$ cat src/rtl/wav_ctrl_pkg.sv
// wav_ctrl_pkg: shared state encoding and size defaults for the record/playback controller
package wav_ctrl_pkg;
  localparam int ADDR_W_DEF = 20;
  localparam int DATA_W_DEF = 16;
  localparam int MAX_SAMPLES_DEF = 2**ADDR_W_DEF - 1;
  typedef enum logic [1:0] {IDLE = 2'd0, RECORD = 2'd1, FLUSH = 2'd2, PLAY = 2'd3} state_t;
endpackage

$ cat src/rtl/wav_req_slot.sv
// wav_req_slot: single-entry request holder with pending bit and sticky drop flag
// Ports: clock_50M/reset (async, active-high); load offers din; ack retires the held entry;
// clr_drop clears the sticky drop flag; pend/data describe the held entry.
// CHAIN lets a load coinciding with ack refill the slot in the same cycle.
module wav_req_slot import wav_ctrl_pkg::*; #(
  parameter int W = DATA_W_DEF,
  parameter bit CHAIN = 1'b1
) (
  input  logic         clock_50M,
  input  logic         reset,
  input  logic         load,
  input  logic         ack,
  input  logic         clr_drop,
  input  logic [W-1:0] din,
  output logic         pend,
  output logic [W-1:0] data,
  output logic         drop
);
  logic take;
  assign take = load && (!pend || (CHAIN && ack));
  always_ff @(posedge clock_50M or posedge reset) begin
    if (reset) begin
      pend <= 1'b0;
      data <= '0;
      drop <= 1'b0;
    end else begin
      pend <= take || (pend && !ack);
      if (take) data <= din;
      drop <= !clr_drop && (drop || (load && !take));
    end
  end
endmodule

$ cat src/rtl/wav_record_ctrl.sv
// wav_record_ctrl: record/playback scheduler owning the single-port sample memory
// Ports: clock_50M, reset (async, active-high); start_rec/start_play/stop command pulses;
// wav_wren/wav_in_data capture strobe; mem_wr_* and mem_rd_* req/ack memory ports;
// play_req/play_data/play_valid DAC side; record_en, rec_len, busy, overflow, underrun status.
// Define WAV_LOOP_PLAY_EN to make playback wrap to sample 0 until stop.
module wav_record_ctrl import wav_ctrl_pkg::*; #(
  parameter int ADDR_W = ADDR_W_DEF,
  parameter int DATA_W = DATA_W_DEF,
  parameter int MAX_SAMPLES = 2**ADDR_W - 1
) (
  input  logic              clock_50M,
  input  logic              reset,
  input  logic              start_rec,
  input  logic              start_play,
  input  logic              stop,
  input  logic              wav_wren,
  input  logic [DATA_W-1:0] wav_in_data,
  output logic              record_en,
  output logic              mem_wr_req,
  output logic [ADDR_W-1:0] mem_wr_addr,
  output logic [DATA_W-1:0] mem_wr_data,
  input  logic              mem_wr_ack,
  output logic              mem_rd_req,
  output logic [ADDR_W-1:0] mem_rd_addr,
  input  logic              mem_rd_ack,
  input  logic [DATA_W-1:0] mem_rd_data,
  input  logic              play_req,
  output logic [DATA_W-1:0] play_data,
  output logic              play_valid,
  output logic [ADDR_W-1:0] rec_len,
  output logic              busy,
  output logic              overflow,
  output logic              underrun
);
`ifdef WAV_LOOP_PLAY_EN
  localparam bit LOOP = 1'b1;
`else
  localparam bit LOOP = 1'b0;
`endif
  localparam logic [ADDR_W-1:0] MAX_ADDR = ADDR_W'(MAX_SAMPLES);
  state_t state, nxt;
  logic [ADDR_W-1:0] wr_addr, rd_addr;
  logic wr_pend, rd_pend, wr_ack, rd_ack, rec_exit, last, from_rec, play_ok, rd_take;
  assign wr_ack = mem_wr_ack && wr_pend;
  assign rd_ack = mem_rd_ack && rd_pend;
  assign rec_exit = stop || wr_addr == MAX_ADDR;
  assign last = ADDR_W'(rd_addr + 1'b1) == rec_len;
  assign play_ok = state == IDLE && !start_rec && start_play && rec_len != '0;
  // a stop in the same cycle as the read ack discards that sample
  assign rd_take = state == PLAY && rd_ack && !stop;
  assign record_en = state == RECORD;
  assign busy = state != IDLE;
  assign mem_wr_req = wr_pend;
  assign mem_rd_req = rd_pend;
  assign mem_wr_addr = wr_addr;
  wav_req_slot #(.W(DATA_W), .CHAIN(1'b1)) u_wr (
    .clock_50M(clock_50M), .reset(reset),
    .load(state == RECORD && wav_wren && !rec_exit), .ack(wr_ack),
    .clr_drop(state == IDLE && start_rec), .din(wav_in_data),
    .pend(wr_pend), .data(mem_wr_data), .drop(overflow)
  );
  // read slot holds the request address; a play_req with a read outstanding is never queued
  wav_req_slot #(.W(ADDR_W), .CHAIN(1'b0)) u_rd (
    .clock_50M(clock_50M), .reset(reset),
    .load(state == PLAY && play_req && !stop), .ack(rd_ack),
    .clr_drop(play_ok), .din(rd_addr),
    .pend(rd_pend), .data(mem_rd_addr), .drop(underrun)
  );
  always_comb begin
    nxt = state;
    case (state)
      IDLE:    nxt = start_rec ? RECORD : play_ok ? PLAY : IDLE;
      RECORD:  nxt = rec_exit ? FLUSH : RECORD;
      FLUSH:   nxt = (wr_pend || rd_pend) ? FLUSH : IDLE;
      default: nxt = stop ? FLUSH : (rd_ack && last && !LOOP) ? IDLE : PLAY;
    endcase
  end
  always_ff @(posedge clock_50M or posedge reset) begin
    if (reset) begin
      state <= IDLE;
      wr_addr <= '0;
      rd_addr <= '0;
      rec_len <= '0;
      from_rec <= 1'b0;
      play_data <= '0;
      play_valid <= 1'b0;
    end else begin
      state <= nxt;
      if (state == IDLE && start_rec) wr_addr <= '0;
      else if (wr_ack) wr_addr <= wr_addr + 1'b1;
      if (play_ok) rd_addr <= '0;
      else if (rd_ack) rd_addr <= (LOOP && last) ? '0 : rd_addr + 1'b1;
      // FLUSH remembers whether it was entered from RECORD so only a take updates rec_len
      if (state != FLUSH) from_rec <= state == RECORD;
      if (state == FLUSH && nxt == IDLE && from_rec) rec_len <= wr_addr;
      if (rd_take) play_data <= mem_rd_data;
      play_valid <= rd_take;
    end
  end
endmodule

$ cat config.mk
export PLATFORM = sky130hd
export DESIGN_NAME = wav_record_ctrl
export DESIGN_NICKNAME = d
export VERILOG_FILES = /design/src/rtl/wav_ctrl_pkg.sv /design/src/rtl/wav_req_slot.sv /design/src/rtl/wav_record_ctrl.sv
export SDC_FILE = /design/constraint.sdc
export NUM_CORES = 1
export LEC_CHECK = 0
export BUFFER_PORTS_ARGS = -buffer_cell sky130_fd_sc_hd__clkbuf_2
export CAP_MARGIN = 15
export CORE_MARGIN = 3
export CORE_UTILIZATION = 57
export DETAILED_ROUTE_END_ITERATION = 16
export GPL_TIMING_DRIVEN = 0
export PLACE_DENSITY = 0.93
export SLEW_MARGIN = 20
export SYNTH_ARGS = -nofsm -noshare
export SYNTH_HDL_FRONTEND = slang
export SYNTH_SLANG_ARGS = --single-unit
export TNS_END_PERCENT = 20
$ cat constraint.sdc
create_clock -name clock_50M -period 8.97 [get_ports clock_50M]
set_clock_uncertainty 0.1 [all_clocks]
set_input_delay 0.897 -clock clock_50M [delete_from_list [all_inputs] [get_ports clock_50M]]
set_output_delay 0.897 -clock clock_50M [all_outputs]
set_load 0.02 [all_outputs]
==> impl_summary.txt, run 1 <==
----------------------------------------------------
[Floorplan]
  Number of I/O pins ... 140
  Starting density of the core ... 59.4%
  Total Die Area ... around 11000 sq um
  Total number of placement rows ... 35
  Y dimension of the die ... about 100 um
  Die Wd ... between 100 and 150 um
  Area of the core ... approximately 9400 sq um

[GRT]
  Residual overflow from global routing ... 0
  Global-route total usage across every layer ... 26.3%
  First-pass GRT wire length ... roughly 23 mm
  Antenna violations before repair ... 0
  Vias in the first global route ... 4637
  Pin count of the biggest net entering global routing ... 76

[Worst setup path]
  Setup crit end ... state[0]$_DFF_PP0_
  Required time reported for the critical path endpoint ... 9.28 ns
  Endpoint class of the critical path ... register
  Worst Path Arrival ... between 3 and 4 ns
  Type of the worst setup path ... reg -> reg
  Startpoint of the worst-slack reg-to-reg timing path ... rd_addr[0]$_DFFE_PP0P_
  Setup slack on the worst flop-to-flop path ... around 6.1 ns
  Startpoint class of the critical path ... register
  CP startpoint ... rd_addr[0]$_DFFE_PP0P_
  Cell chain of the critical path ... ha_1 -> nand3_2 -> or3_1 -> nand2_1 -> or4b_1 -> a311oi_1 -> nand4_1 -> a21o_1
  Cell with the largest stage delay on the worst path ... dfrtp_1
  CP Max Fanout ... 8
  Slowest Stage Delay on Critical Path ... around 0.48 ns
  Terminus of the critical flop-to-flop path ... state[0]$_DFF_PP0_
  R2r worst-path depth ... 8

[Synth]
  Leading cell types by count after synthesis ... dfrtp_1 (120), mux2_2 (70), nor2_1 (55)
  Fraction of post-synthesis cell area in the top cell type by area ... between 50 and 60%
  Synth top area cells ... dfrtp_1 (54%), mux2_2 (14%), xnor2_1 (5.8%), nor2_1 (3.7%), xor2_1 (3.5%)
  Yosys warnings ... 0
  Number of synthesized flops with an enable pin ... 0
  Mean Syn Cell Area ... approximately 11 sq um
  Synthesized Nets ... about 530
  Post-synthesis sequential area ratio ... roughly 54%
  Most frequently used cell type in the post-synthesis netlist ... dfrtp_1
  Async set-reset flop share out of synthesis ... 100%
  Post-synthesis sequential element count ... 120
  Post-Syn Area ... between 5000 and 6000 sq um
  Leading register cell type out of synthesis ... dfrtp_1
  Count of cell types in the netlist ... 43
  Library cell occupying the most area in the post-synthesis netlist ... dfrtp_1
  Gate count after technology mapping ... roughly 500

[Finish]
  Final core occ ... ~75%
  Fraction of layout instances using a drive strength above 1 ... between 30% and 40%
  Area added between synthesis and finish ... 26.1%
  Net count, final ... 692
  Finished Layout Cells ... approximately 790
  Number of antenna repair diodes ... 0

[CTS]
  Max clock buf depth ... 2
  Count of hold buffers inserted by post-cts repair ... 0
  Total of cells resized after clock tree synthesis ... 0
  Clock sink count ... 120
  Num CTS Buffers ... 17
  Clock slew at reported path FFs ... 0.06 ns
  Setup repair bufs after CTS ... 0
  CTS tree ... yes
  Clock insertion delay at the later pin of the skew report ... around 0.53 ns
  CTS root buf ... clkbuf_8
  H-tree depth ... 4

[STA]
  Final hold slack ... ~0.27 ns
  Highest Clock Rate ... around 350 MHz
  Summed negative setup slack over all endpoints ... 0 ns
  Final setup violation count ... 0
  Worst Tran Pin Value ... ~0.7 ns
  Unrepaired setup endpoints after global routing ... false
  Number of hold violations in the final report ... 0
  Number of slew-limit violations in the final report ... 0
  Worst max-slew margin expressed relative to the limit ... a little over half
  Final critical delay including setup and external delays ... 2.83 ns
  Portion of the clock cycle consumed by the worst path in the final layout ... a little under a third

[Placement]
  Port-buffer cells ... 139
  Cell total after placement ... 759
  Post-DP HPWL ... 10.1 mm
  Placer's final routability congestion estimate ... 0.928

[Pwr]
  Comb power frac ... 25.5%
  Share of total power in sequential cells ... 39.5%
  Switching power as a share of total power ... 34.2%
  PwrDens ... ~260 nW/um^2
  Switching power ... a little over 0.6 mW
  Part of the power in the clock network ... approximately a third
  VDD IR-drop max ... about 0.2 mV
  Power Internal ... 1.20 mW
  Total leakage power ... about 3.5 nW
  Post-layout total power ... ~1.8 mW

[Outcome]
  Result of the run ... finished clean

[Detailed routing]
  Avg Vias per Cell ... approximately 5.8
  Antenna Violating Nets Remaining ... 0
  Via count ... approximately 4600
  Post-route DRC ... 0
  Post-detailed-routing wire length ... approximately 14 mm
  DR WL/cell ... around 18 um
  Iteration-0 DRC count of the detailed router ... roughly 340
  Total iterations of the first detailed-routing run ... 6

[Job]
  Max Cap Violations ... 0

[Hold path]
  Worst min path class ... in -> async

----------------------------------------------------
==> registers in the layout, indices dropped and copies added, names as in the netlist, 2 cells and up <==
signal,cells
state,2
rd_addr,20
u_wr.data,16
rec_len,20
u_rd.data,20
mem_wr_addr,20
play_data,16
==> worst min path at each step <==
stage / endpoint / slack [ns]
3_3_place_gp: u_wr.drop$_DFF_PP0_ / 0.38
4_1_cts: play_data[2]$_DFFE_PP0P_ / 0.30
2_1_floorplan: from_rec$_DFFE_PP0N_ / 0.40
3_5_place_dp: u_wr.drop$_DFF_PP0_ / 0.39
5_1_grt: play_data[7]$_DFFE_PP0P_ / 0.32
6_report: play_data[7]$_DFFE_PP0P_ / 0.27
==> layer usage <==
metal / GRT usage, % / wire length (um)
met5: 0 / 0
met4: 11.6 / 478
met3: 7.10 / 1070
met2: 44.1 / 7050
met1: 31.7 / 5570
==> power groups by stage <==
stage	Clock (mW)	Combinational [mW]	Sequential (mW)
6_report	0.636	0.463	0.717
5_1_grt	0.665	0.497	0.730
4_1_cts	0.638	0.465	0.716
3_5_place_dp	0	0.458	0.725
3_3_place_gp	0	0.437	0.718
2_1_floorplan	0	0.204	0.810
==> critical path, delay by kind of cell (launching register included) <==
kind	cells	cell delay (ns)
and+or+nand+nor	5	1.32
AOI/OAI and AO/OA	2	0.51
DFF	1	0.48
adders and majority gates	1	0.28
==> kinds of logic after synthesis <==
kind of cell | after synthesis | share of synthesized area, %
muxes | 72 | 14.5
xor gates and xnor gates | 59 | 9.29
DFF | 120 | 54.0
and+or+nand+nor | 169 | 14.8
AOI/OAI and AO/OA | 36 | 4.21
adders and majority gates | 2 | 0.450
buffers and inverters | 32 | 2.77
==> placed cells by master, fill, tap and decap left out, types with 2 or more instances in the layout <==
master      netlist  layout
inv_1             9       8
clkbuf_2          0     139
dfrtp_1         120     120
a31oi_1           4       4
nor4_1           13      13
nor2_1           55      55
mux2_2           70      70
or2_2             2       2
clkinvlp_4        0       4
nand3_1          19      19
xnor2_1          37      37
a211oi_1          2       2
clkbuf_16         0      16
nor3_1           13      13
a21oi_1           9       9
clkinv_4          0       5
inv_6             0       4
a31o_2            2       2
xor2_1           22      22
nand4_1          14      14
clkbuf_1         17      17
and3_1            4       4
nand2b_1          4       4
nand3_2           2       2
o21ai_0           9       9
mux2i_1           2       2
nand2_1          30      30
nor2b_1           3       3
or3_1             5       5
ha_1              2       2
buf_2             4       4
==> cell type report <==
type	count	area, sq um
flip-flops and latches	120	3000
multi-input cells	338	2410
fillers	639	2360
repair buffers	140	723
clock buffers	17	414
well taps	129	161
clock inverters	15	146
plain buffers	23	120
inverters	9	38.8
==> through the flow <==
| step | worst slack [ns] | instance area, sq um |
|---|---|---|
| 3_5_place_dp | 5.96 | 6450 |
| 4_1_cts | 6.19 | 7010 |
| 3_3_place_gp | 3.76 | 6420 |
| 5_1_grt | 6.01 | 7010 |
| 6_report | 6.14 | 7010 |
| 2_1_floorplan | 4.79 | 5560 |
Note: power is estimated with default switching activity, not from simulation.
==> run 2: changes to the inputs <==
--- a/config.mk
+++ b/config.mk
@@ -8,10 +8,10 @@
 export BUFFER_PORTS_ARGS = -buffer_cell sky130_fd_sc_hd__clkbuf_2
 export CAP_MARGIN = 15
 export CORE_MARGIN = 3
-export CORE_UTILIZATION = 57
+export CORE_UTILIZATION = 53
 export DETAILED_ROUTE_END_ITERATION = 16
 export GPL_TIMING_DRIVEN = 0
-export PLACE_DENSITY = 0.93
+export PLACE_DENSITY = 0.88
 export SLEW_MARGIN = 20
 export SYNTH_ARGS = -nofsm -noshare
 export SYNTH_HDL_FRONTEND = slang
==> constraint.sdc (replaced) <==
create_clock -name clock_50M -period 2.6 [get_ports clock_50M]
set_clock_uncertainty 0.1 [all_clocks]
set_input_delay 0.26 -clock clock_50M [delete_from_list [all_inputs] [get_ports clock_50M]]
set_output_delay 0.26 -clock clock_50M [all_outputs]
set_load 0.02 [all_outputs]
==> run 2 against run 1 <==
Combinational power increased to 3.7 times the previous value. Register-to-register slack got worse by 6.1 ns. Die area increased by 7.1%. Sequential cell count unchanged. Sequential share of layout area decreased by 3.1 points. Maximum frequency increased by 8.8%.
==> impl_summary.txt, run 2 (synthesis results as in run 1) <==
----------------------------------------------------
[Outcome]
  Result of the run ... finished clean (unchanged)

[Detailed routing]
  Post-detailed-routing wire length ... 15.6 mm (was 14.2 mm)
  Via count ... 4789 (was 4550)
  Post-route DRC ... 0 (unchanged)
  DR WL/cell ... 18.6 um (was 17.9 um)
  Avg Vias per Cell ... 5.71 (was 5.75)
  Antenna Violating Nets Remaining ... 0 (unchanged)
  Total iterations of the first detailed-routing run ... 5 (was 6)
  Iteration-0 DRC count of the detailed router ... 331 (was 337)

[Floorplan]
  Total Die Area ... 11800 sq um (was 11000 sq um)
  Total number of placement rows ... 36 (was 35)
  Y dimension of the die ... 108 um (was 105 um)
  Die Wd ... 108 um (was 105 um)
  Area of the core ... 10000 sq um (was 9370 sq um)
  Starting density of the core ... 55.6% (was 59.4%)
  Number of I/O pins ... 140 (unchanged)

[STA]
  Worst Tran Pin Value ... 0.643 ns (was 0.701 ns)
  Portion of the clock cycle consumed by the worst path in the final layout ... 99.9% (was 31.5%)
  Final critical delay including setup and external delays ... 2.60 ns (was 2.83 ns)
  Highest Clock Rate ... 385 MHz (was 354 MHz)
  Final setup violation count ... 0 (unchanged)
  Final hold slack ... 0.0622 ns (was 0.273 ns)
  Worst max-slew margin expressed relative to the limit ... 56.8% (was 52.8%)
  Number of slew-limit violations in the final report ... 0 (unchanged)
  Number of hold violations in the final report ... 0 (unchanged)
  Summed negative setup slack over all endpoints ... 0 ns (unchanged)

[CTS]
  Clock sink count ... 120 (unchanged)
  H-tree depth ... 4 (unchanged)
  Max clock buf depth ... 2 (unchanged)
  CTS tree ... yes (unchanged)
  CTS root buf ... clkbuf_8 (unchanged)
  Num CTS Buffers ... 17 (unchanged)
  Clock slew at reported path FFs ... 0.06 ns (about the same)
  Clock insertion delay at the later pin of the skew report ... 0.52 ns (was 0.53 ns)

[Worst setup path]
  CP Max Fanout ... 8 (unchanged)
  Endpoint class of the critical path ... register (unchanged)
  CP delay by family, top ... compound AO/OA/AOI/OAI gates (was simple AND/OR/NAND/NOR gates)
  Slowest Stage Delay on Critical Path ... 0.53 ns (was 0.48 ns)
  Type of the worst setup path ... reg -> reg (unchanged)
  Cell with the largest stage delay on the worst path ... dfrtp_1 (unchanged)
  Startpoint class of the critical path ... register (unchanged)
  Worst Path Arrival ... 2.91 ns (was 3.14 ns)
  Cell with the most instances on the worst path ... nand4_1
  Cell chain of the critical path ... nand4_1 -> buf_4 -> nor3_1 -> nand2_1 -> a2111o_1 -> a311oi_2 -> nand4_1 -> a21o_1 (was ha_1 -> nand3_2 -> or3_1 -> nand2_1 -> or4b_1 -> a311oi_1 -> nand4_1 -> a21o_1)
  Buf/Inv on CP ... 1 (was 0)
  Required time reported for the critical path endpoint ... 2.91 ns (was 9.28 ns)

[Finish]
  Leading cell type in the layout, fill and taps excluded ... clkbuf_2 (unchanged)
  Area added between synthesis and finish ... 36.1% (was 26.1%)
  Commonest cells after routing, fill and taps aside ... clkbuf_2 (139), dfrtp_1 (119), mux2_2 (70), nor2_1 (54), dlygate4sd3_1 (40) (was clkbuf_2 (139), dfrtp_1 (120), mux2_2 (70), nor2_1 (55), xnor2_1 (37))
  Net count, final ... 736 (was 692)
  Fraction of layout instances using a drive strength above 1 ... 37.4% (was 38.4%)
  Number of antenna repair diodes ... 0 (unchanged)

[GRT]
  Pin count of the biggest net entering global routing ... 37 (was 76)
  Vias in the first global route ... 4813 (was 4637)
  Antenna violations before repair ... 0 (unchanged)
  Residual overflow from global routing ... 0 (unchanged)
  First-pass GRT wire length ... 24.6 mm (was 22.9 mm)
  Global-route total usage across every layer ... 27.4% (was 26.3%)

[Placement]
  Placer's final routability congestion estimate ... 0.889 (was 0.928)
  Port-buffer cells ... 139 (unchanged)
  Post-DP HPWL ... 10.4 mm (was 10.1 mm)

[Pwr]
  Power Internal ... 4.43 mW (was 1.20 mW)
  Switching power ... 2.12 mW (was 0.621 mW)
  Comb power frac ... 26.5% (was 25.5%)
  Total leakage power ... 3.68 nW (was 3.45 nW)
  Part of the power in the clock network ... 35.3% (was 35.0%)
  Switching power as a share of total power ... 32.3% (was 34.2%)
  Share of total power in sequential cells ... 38.2% (was 39.5%)
  PwrDens ... 864 nW/um^2 (was 259 nW/um^2)
  VDD IR-drop max ... 0.615 mV (was 0.195 mV)

[Job]
  Max Cap Violations ... 0 (unchanged)

[Hold path]
  Worst min path class ... in -> reg (was in -> async)

----------------------------------------------------
-- run 2: path summary, 6_finish.rpt --
path | slack [ns] | from | depth (start not counted) | end
min in group asynchronous | 0.28 | reset | 3 | play_data[10]$_DFFE_PP0P_
max | 0.003 | rd_addr[2]$_DFFE_PP0P_ | 8 | state[0]$_DFF_PP0_
min reg2reg | 0.40 | u_rd.data[4]$_DFFE_PP0P_ | 1 | u_rd.data[4]$_DFFE_PP0P_
max in group asynchronous | 1.33 | reset | 5 | rd_addr[0]$_DFFE_PP0P_
min | 0.06 | stop | 3 | state[1]$_DFF_PP0_
max reg2reg | 0.003 | rd_addr[2]$_DFFE_PP0P_ | 8 | state[0]$_DFF_PP0_
-- run 2: cell type report --
class,instances,area (sq um)
Buffer,22,124
Inverter,9,37.5
Multi-Input combinational cell,338,2480
Fill cell,663,2430
Clock buffer,24,460
Tap cell,133,166
Timing Repair Buffer,185,1180
Clock inverter,8,120
Sequential cell,120,3000
-- run 2: worst min-delay path: stages --
cell	delay [ns]
clkbuf_2	0.13
or2_2	0.14
o21a_1	0.11
-- run 2: power groups by stage --
stage,Clock [mW],Combinational [mW],Sequential [mW]
after floorplan,0,0.705,2.79
after global placement,0,1.52,2.47
after detailed placement,0,1.59,2.50
after CTS,2.33,1.70,2.46
after global routing,2.43,1.86,2.52
final,2.31,1.73,2.50
-- run 2: timing repair --
| action | 4_1_cts | 5_1_grt |
|---|---|---|
| hold buffers | 40 | 0 |
| setup endpoints to repair | 3 | 12 |
| pin swaps | 2 | 3 |
| buffers inserted | 2 | 1 |
| endpoints found under the hold margin | 64 | 0 |
| resized for setup | 6 | 11 |
-- run 2: per-stage QoR --
stage | std cells | util (%) | power (mW) | instance area [sq um] | setup slack, ns
after detailed placement | 765 | 64.9 | 4.09 | 6490 | -0.160
after floorplan | 490 | - | 3.50 | 5570 | 0.0832
after CTS | 839 | 75.1 | 6.49 | 7510 | 0.0175
final | 839 | 75.7 | 6.54 | 7570 | 0.00286
after global placement | 762 | 64.3 | 3.99 | 6430 | -0.0664
after global routing | 839 | 75.7 | 6.81 | 7570 | -0.00367
-- run 2: per-layer routing --
metal  wire [um]  vias to the layer above  part of all wire, %  global-route usage (%)
met5           0                        -                    0                       0
met4         480                        0                  3.1                    10.6
met3        1310                       61                  8.4                    8.90
met2        8050                      250                   52                    46.5
met1        5790                     2363                   37                    32.3
li1            -                     2115                    -                       -
